## src/rtl/timing_error_monitor.sv

```systemverilog
// Timing-error monitor for the FPU pipeline register bank.
// Registers the shadow-compare error flags and keeps one saturating error count
// per monitored register. It also accumulates a windowed aggregate count and
// raises an alarm when that count reaches a threshold. A req/ack port reads,
// and optionally clears, one per-register count.
// Ports:
//   CK, RN             clock, async active-low reset
//   en                 monitoring enable (gates flag capture and window progress)
//   err_flag[NREG]     per-register late-capture flags
//   thresh[CNT_W]      alarm threshold, sampled at window close
//   rd_req/rd_idx/rd_clr  readout request (level), index, clear-on-read
//   rd_ack, rd_data    readout valid and selected count
//   win_count, win_valid, alarm  last completed window total, update pulse, alarm
module timing_error_monitor #(
  parameter int unsigned NREG  = 32,
  parameter int unsigned CNT_W = 16,
  parameter int unsigned WIN_W = 10,
  parameter int unsigned IDX_W = $clog2(NREG)
) (
  input  logic             CK,
  input  logic             RN,
  input  logic             en,
  input  logic [NREG-1:0]  err_flag,
  input  logic [CNT_W-1:0] thresh,
  input  logic             rd_req,
  input  logic [IDX_W-1:0] rd_idx,
  input  logic             rd_clr,
  output logic             rd_ack,
  output logic [CNT_W-1:0] rd_data,
  output logic [CNT_W-1:0] win_count,
  output logic             win_valid,
  output logic             alarm
);

  localparam int unsigned PC_W  = $clog2(NREG + 1);
  localparam int unsigned SUM_W = ((CNT_W > PC_W) ? CNT_W : PC_W) + 1;
  localparam logic [CNT_W-1:0] CNT_MAX = {CNT_W{1'b1}};

  typedef enum logic [1:0] {
    S_IDLE  = 2'd0,
    S_LATCH = 2'd1,
    S_WAIT  = 2'd2
  } rd_state_e;

  logic [NREG-1:0]  flag_q;
  logic [CNT_W-1:0] cnt_q [NREG];
  logic [CNT_W-1:0] cnt_d [NREG];
  logic [WIN_W-1:0] wcnt_q, wcnt_d;
  logic [CNT_W-1:0] win_acc_q, win_acc_d;
  logic [CNT_W-1:0] win_count_q, win_count_d;
  logic             win_valid_q, win_valid_d;
  logic             alarm_q, alarm_d;
  rd_state_e        state_q, state_d;
  logic [IDX_W-1:0] idx_q, idx_d;
  logic             clr_q, clr_d;
  logic [CNT_W-1:0] rd_data_q, rd_data_d;
  logic             rd_ack_q, rd_ack_d;

  logic             clr_fire_c;
  logic [PC_W-1:0]  pop_c;
  logic [SUM_W-1:0] acc_sum_c;
  logic [CNT_W-1:0] acc_sat_c;

  // Number of registered error events this cycle.
  always_comb begin
    pop_c = '0;
    for (int unsigned i = 0; i < NREG; i++) begin
      pop_c = pop_c + PC_W'(flag_q[i]);
    end
  end

  // Saturating window sum including this cycle's events.
  always_comb begin
    acc_sum_c = SUM_W'(win_acc_q) + SUM_W'(pop_c);
    acc_sat_c = (acc_sum_c > SUM_W'(CNT_MAX)) ? CNT_MAX : acc_sum_c[CNT_W-1:0];
  end

  // Window position, accumulator and close-of-window results.
  always_comb begin
    wcnt_d      = wcnt_q;
    win_acc_d   = acc_sat_c;
    win_count_d = win_count_q;
    win_valid_d = 1'b0;
    alarm_d     = alarm_q;
    if (en) begin
      if (wcnt_q == {WIN_W{1'b1}}) begin
        win_count_d = acc_sat_c;
        alarm_d     = (acc_sat_c >= thresh);
        win_valid_d = 1'b1;
        win_acc_d   = '0;
        wcnt_d      = '0;
      end else begin
        wcnt_d = wcnt_q + WIN_W'(1);
      end
    end
  end

  // Readout FSM: next state and registered-output next values.
  always_comb begin
    state_d    = state_q;
    idx_d      = idx_q;
    clr_d      = clr_q;
    rd_data_d  = rd_data_q;
    rd_ack_d   = rd_ack_q;
    clr_fire_c = 1'b0;
    unique case (state_q)
      S_IDLE: begin
        if (rd_req) begin
          idx_d   = rd_idx;
          clr_d   = rd_clr;
          state_d = S_LATCH;
        end
      end
      S_LATCH: begin
        rd_data_d  = cnt_q[idx_q];
        rd_ack_d   = 1'b1;
        clr_fire_c = clr_q;
        state_d    = S_WAIT;
      end
      S_WAIT: begin
        if (!rd_req) begin
          rd_ack_d = 1'b0;
          state_d  = S_IDLE;
        end
      end
      default: state_d = S_IDLE;
    endcase
  end

  // Per-register counters; a clear keeps the event arriving in the clear cycle.
  always_comb begin
    for (int unsigned i = 0; i < NREG; i++) begin
      cnt_d[i] = cnt_q[i];
      if (clr_fire_c && (idx_q == IDX_W'(i))) begin
        cnt_d[i] = CNT_W'(flag_q[i]);
      end else if (flag_q[i] && (cnt_q[i] != CNT_MAX)) begin
        cnt_d[i] = cnt_q[i] + CNT_W'(1);
      end
    end
  end

  // State registers.
  always_ff @(posedge CK or negedge RN) begin
    if (!RN) begin
      flag_q      <= '0;
      for (int unsigned i = 0; i < NREG; i++) cnt_q[i] <= '0;
      wcnt_q      <= '0;
      win_acc_q   <= '0;
      win_count_q <= '0;
      win_valid_q <= 1'b0;
      alarm_q     <= 1'b0;
      state_q     <= S_IDLE;
      idx_q       <= '0;
      clr_q       <= 1'b0;
      rd_data_q   <= '0;
      rd_ack_q    <= 1'b0;
    end else begin
      flag_q      <= en ? err_flag : '0;
      for (int unsigned i = 0; i < NREG; i++) cnt_q[i] <= cnt_d[i];
      wcnt_q      <= wcnt_d;
      win_acc_q   <= win_acc_d;
      win_count_q <= win_count_d;
      win_valid_q <= win_valid_d;
      alarm_q     <= alarm_d;
      state_q     <= state_d;
      idx_q       <= idx_d;
      clr_q       <= clr_d;
      rd_data_q   <= rd_data_d;
      rd_ack_q    <= rd_ack_d;
    end
  end

  assign rd_ack    = rd_ack_q;
  assign rd_data   = rd_data_q;
  assign win_count = win_count_q;
  assign win_valid = win_valid_q;
  assign alarm     = alarm_q;

endmodule

```

## config.mk

```make
export PLATFORM = sky130hd
export DESIGN_NAME = timing_error_monitor
export DESIGN_NICKNAME = d
export VERILOG_FILES = /design/src/rtl/timing_error_monitor.sv
export SDC_FILE = /design/constraint.sdc
export NUM_CORES = 2
export LEC_CHECK = 0
export CELL_PAD_IN_SITES_DETAIL_PLACEMENT = 1
export CELL_PAD_IN_SITES_GLOBAL_PLACEMENT = 1
export CORE_MARGIN = 4
export CORE_UTILIZATION = 45
export CTS_BUF_LIST = sky130_fd_sc_hd__clkbuf_8
export DETAILED_ROUTE_END_ITERATION = 10
export PLACE_DENSITY = 0.72
export SLEW_MARGIN = 25
export SYNTH_ARGS = -nofsm -noshare
export SYNTH_HDL_FRONTEND = slang
export SYNTH_SLANG_ARGS = --single-unit
export TNS_END_PERCENT = 1
```

## constraint.sdc

```tcl
create_clock -name CK -period 8.9 [get_ports CK]
set_input_delay 0.89 -clock CK [delete_from_list [all_inputs] [get_ports CK]]
set_output_delay 0.89 -clock CK [all_outputs]
set_load 0.005 [all_outputs]
```

==> impl_metrics.tcl <==
set metrics [dict create \
    post_cts_buffers 0 \
    power_uw 11120 \
    syn_to_final_growth_pct 12.34 \
    cp.required_ps 9480 \
    gp_congestion 0.8968 \
    setup-violations-final 0 \
    drt-total-wl_mm 121.9 \
    cp_max_fo 17 \
    layout-drive-gt1-share_pct 10.57 \
    drv_slew 0 \
    finalCritPeriodShare_pct 84.78 \
    critPathCaptureType "register" \
    tns_ps 0 \
    synth_top_area_cell "dfrtp_1" \
    synth_area_leaders "dfrtp_1, mux4_2, nor2_1, xnor2_1, xor2_1" \
    first_iter_violations 2703 \
    cts_tree "built" \
    cts.clk_slew.worst_paths_ps 60 \
    p_seq_share_pct 36.1 \
    post-place-ws_ps 1383 \
    ios 93 \
    synth_nets 3872 \
    fin_ws_ps 1355 \
    track_usage_pct 28.24 \
    cts_made_buffers 115 \
    io_buffer_count 92 \
    fin_skew_ps 28.32 \
    dp_hpwl_mm 89.73 \
    r2r-end "alarm" \
    die_w_um 293.2 \
    synth_ff_type "dfrtp_1" \
    switching_share_pct 39.98 \
    regArea_um2 15350 \
    rsz0062_at_grt "no" \
    syn_area_um2 36600 \
    synth-seq-cells 613 \
    ir_drop_v 0.0002701 \
    leakage_uw 0.01719 \
    arrival_ps 8120 \
    overflow 0 \
    final_cell_mix "dfrtp_1, nor2_1, nand2_1, xnor2_1, nand3_1" \
    max_freq_mhz 132.5 \
    firstDrtPassIters 5 \
    core-area_um2 80550 \
    synth_edf_count 0 \
    rrSetupSlack_ps 1350 \
    p_switching_uw 4446 \
    layout_commonest_cell "dfrtp_1" \
    hold_path.class "input pin to asynchronous set/reset pin" \
    clockBufferDepth 3 \
    critPathKind "register to register" \
    post_cts_resize_count 0 \
    yosysWarnings 0 \
    multi_input_area_um2 20120 \
    antenna_found_initial 6 \
    drc 0 \
    fin_crit_ps 7545 \
    syn_inst 3724 \
    async_flop_share_pct 100.0 \
    die_area_um2 85960 \
    die_h_um 293.2 \
    tightest_slew_ps 1110 \
    drv_cap 0 \
    hold_viol_final 0 \
    initial_core_util_pct 45.44 \
    grt_pass1_vias 31600 \
    routedWlPerCell_um 24.54 \
    nNetsFinal 3954 \
    grt_max_degree 124 \
    netlist.area_leader.share_pct 41.91 \
    h-tree-depth 3 \
    slew_headroom_pct 24.07 \
    cts_sinks 613 \
    syn_area_per_cell_um2 9.829 \
    start_kind "register" \
    cts_root_buf "clkbuf_8" \
    hold_buffers 0 \
    power_density_nw_per_um2 270.4 \
    synth_cell_types 79 \
    postRouteAntennaNets 0 \
    fillers 8925 \
    pwr-share-comb_pct 36.4 \
    r2r_start "flag_q[27]" \
    status "finished clean" \
    via_per_inst 6.233 \
    worstRegToRegCells 20 \
    seq_area_frac_synth_pct 41.91 \
    worstSkewPairLatency_ps 740 \
    clkPwrFrac_pct 27.5 \
    grt_pass1_wl_mm 191.4 \
    num_vias 30970 \
    cellInternalPower_uw 6674 \
    row_count 104 \
]
## power by group through the flow
| stage | logic (uW) | clock network, uW | registers (uW) |
|---|---|---|---|
| floorplan | 2980 | 0 | 3650 |
| global placement | 3880 | 0 | 4010 |
| detailed placement | 4010 | 0 | 4030 |
| CTS | 4050 | 3120 | 3990 |
| global route | 4490 | 3260 | 4080 |
| finish | 4050 | 3050 | 4010 |
## worst max-delay path: stages, from the launching register on
cell      delay (ps)
dfrtp_1          520
inv_1            250
fa_1             570
fa_1             440
fa_1             570
fa_1             450
fa_1             520
fa_1             540
fa_1             220
inv_1             70
fa_1             420
a211o_1          350
a2111o_1         510
nand3_1          590
nand2_1          130
ha_1             320
a21o_1           180
a21o_1           180
a211oi_1         320
o31a_1           200
a221oi_1          70
## layout make-up
| cell class | count | area share [%] |
|---|---|---|
| diodes | 1 | 0.006086 |
| clock buffers | 151 | 5.054 |
| clock inverters | 67 | 1.205 |
| inverters | 130 | 1.187 |
| multi-input cells | 2812 | 48.93 |
| flip-flops and latches | 613 | 37.32 |
| well taps | 1060 | 3.225 |
| repair buffers | 134 | 3.067 |
## metrics by stage
stage | instance area (um^2) | instances | utilization (%) | hold WS, ps
after floorplan | 36600 | 3724 | - | 444.8
after global routing | 41120 | 4968 | 51.05 | 248.0
after global placement | 38500 | 4749 | 47.80 | 469.0
after detailed placement | 38520 | 4749 | 47.83 | 470.2
after CTS | 41100 | 4967 | 51.02 | 203.8
final | 41120 | 4968 | 51.05 | 196.3
## cells in the mapped netlist (110+ instances only)
| cell | count |
|---|---|
| a21oi_1 | 121 |
| xnor2_1 | 194 |
| mux4_2 | 118 |
| nand4_1 | 117 |
| nand2_1 | 239 |
| nor3_1 | 119 |
| dfrtp_1 | 613 |
| inv_1 | 130 |
| xor2_1 | 155 |
| nor2_1 | 499 |
| clkbuf_1 | 110 |
| nand3_1 | 160 |
## cells by family (layout without fill, tap and decap cells)
group | count (synthesis) | after routing | share of synthesized area, %
muxes | 204 | 204 | 9.678
buffers and inverters | 299 | 482 | 3.306
DFF | 613 | 613 | 41.91
and+or+nand+nor | 1553 | 1553 | 21.55
xor gates and xnor gates | 349 | 349 | 8.351
adders and majority gates | 90 | 90 | 3.610
AOI/OAI and AO/OA | 616 | 616 | 11.59
other | 0 | 1 | 0
## state kept, by name, indices dropped and copies added, names as in the netlist
| name | flops |
|---|---|
| flag_q | 32 |
| cnt_q | 512 |
| win_count | 16 |
| wcnt_q | 10 |
| win_valid | 1 |
| state_q | 2 |
| rd_ack | 1 |
| clr_q | 1 |
| win_acc_q | 16 |
| rd_data | 16 |
| alarm | 1 |
| idx_q | 5 |
## worst max-delay path by stage
| stage | end | slack (ps) | start |
|---|---|---|---|
| after global routing | alarm | 980 | flag_q[5] |
| after CTS | alarm | 1350 | flag_q[5] |
| after floorplan | alarm | 2100 | flag_q[23] |
| after global placement | alarm | 1470 | flag_q[5] |
| after detailed placement | alarm | 1380 | flag_q[5] |
| final | alarm | 1350 | flag_q[27] |
## per-layer routing
layer,vias to the layer above,routed length [um],track usage (%)
li1,13920,-,-
met5,-,13,0
met2,852,54610,43.14
met4,2,3515,8.440
met1,16010,56050,41.83
met3,177,7705,4.263
Power figures use the tool's default switching activity.
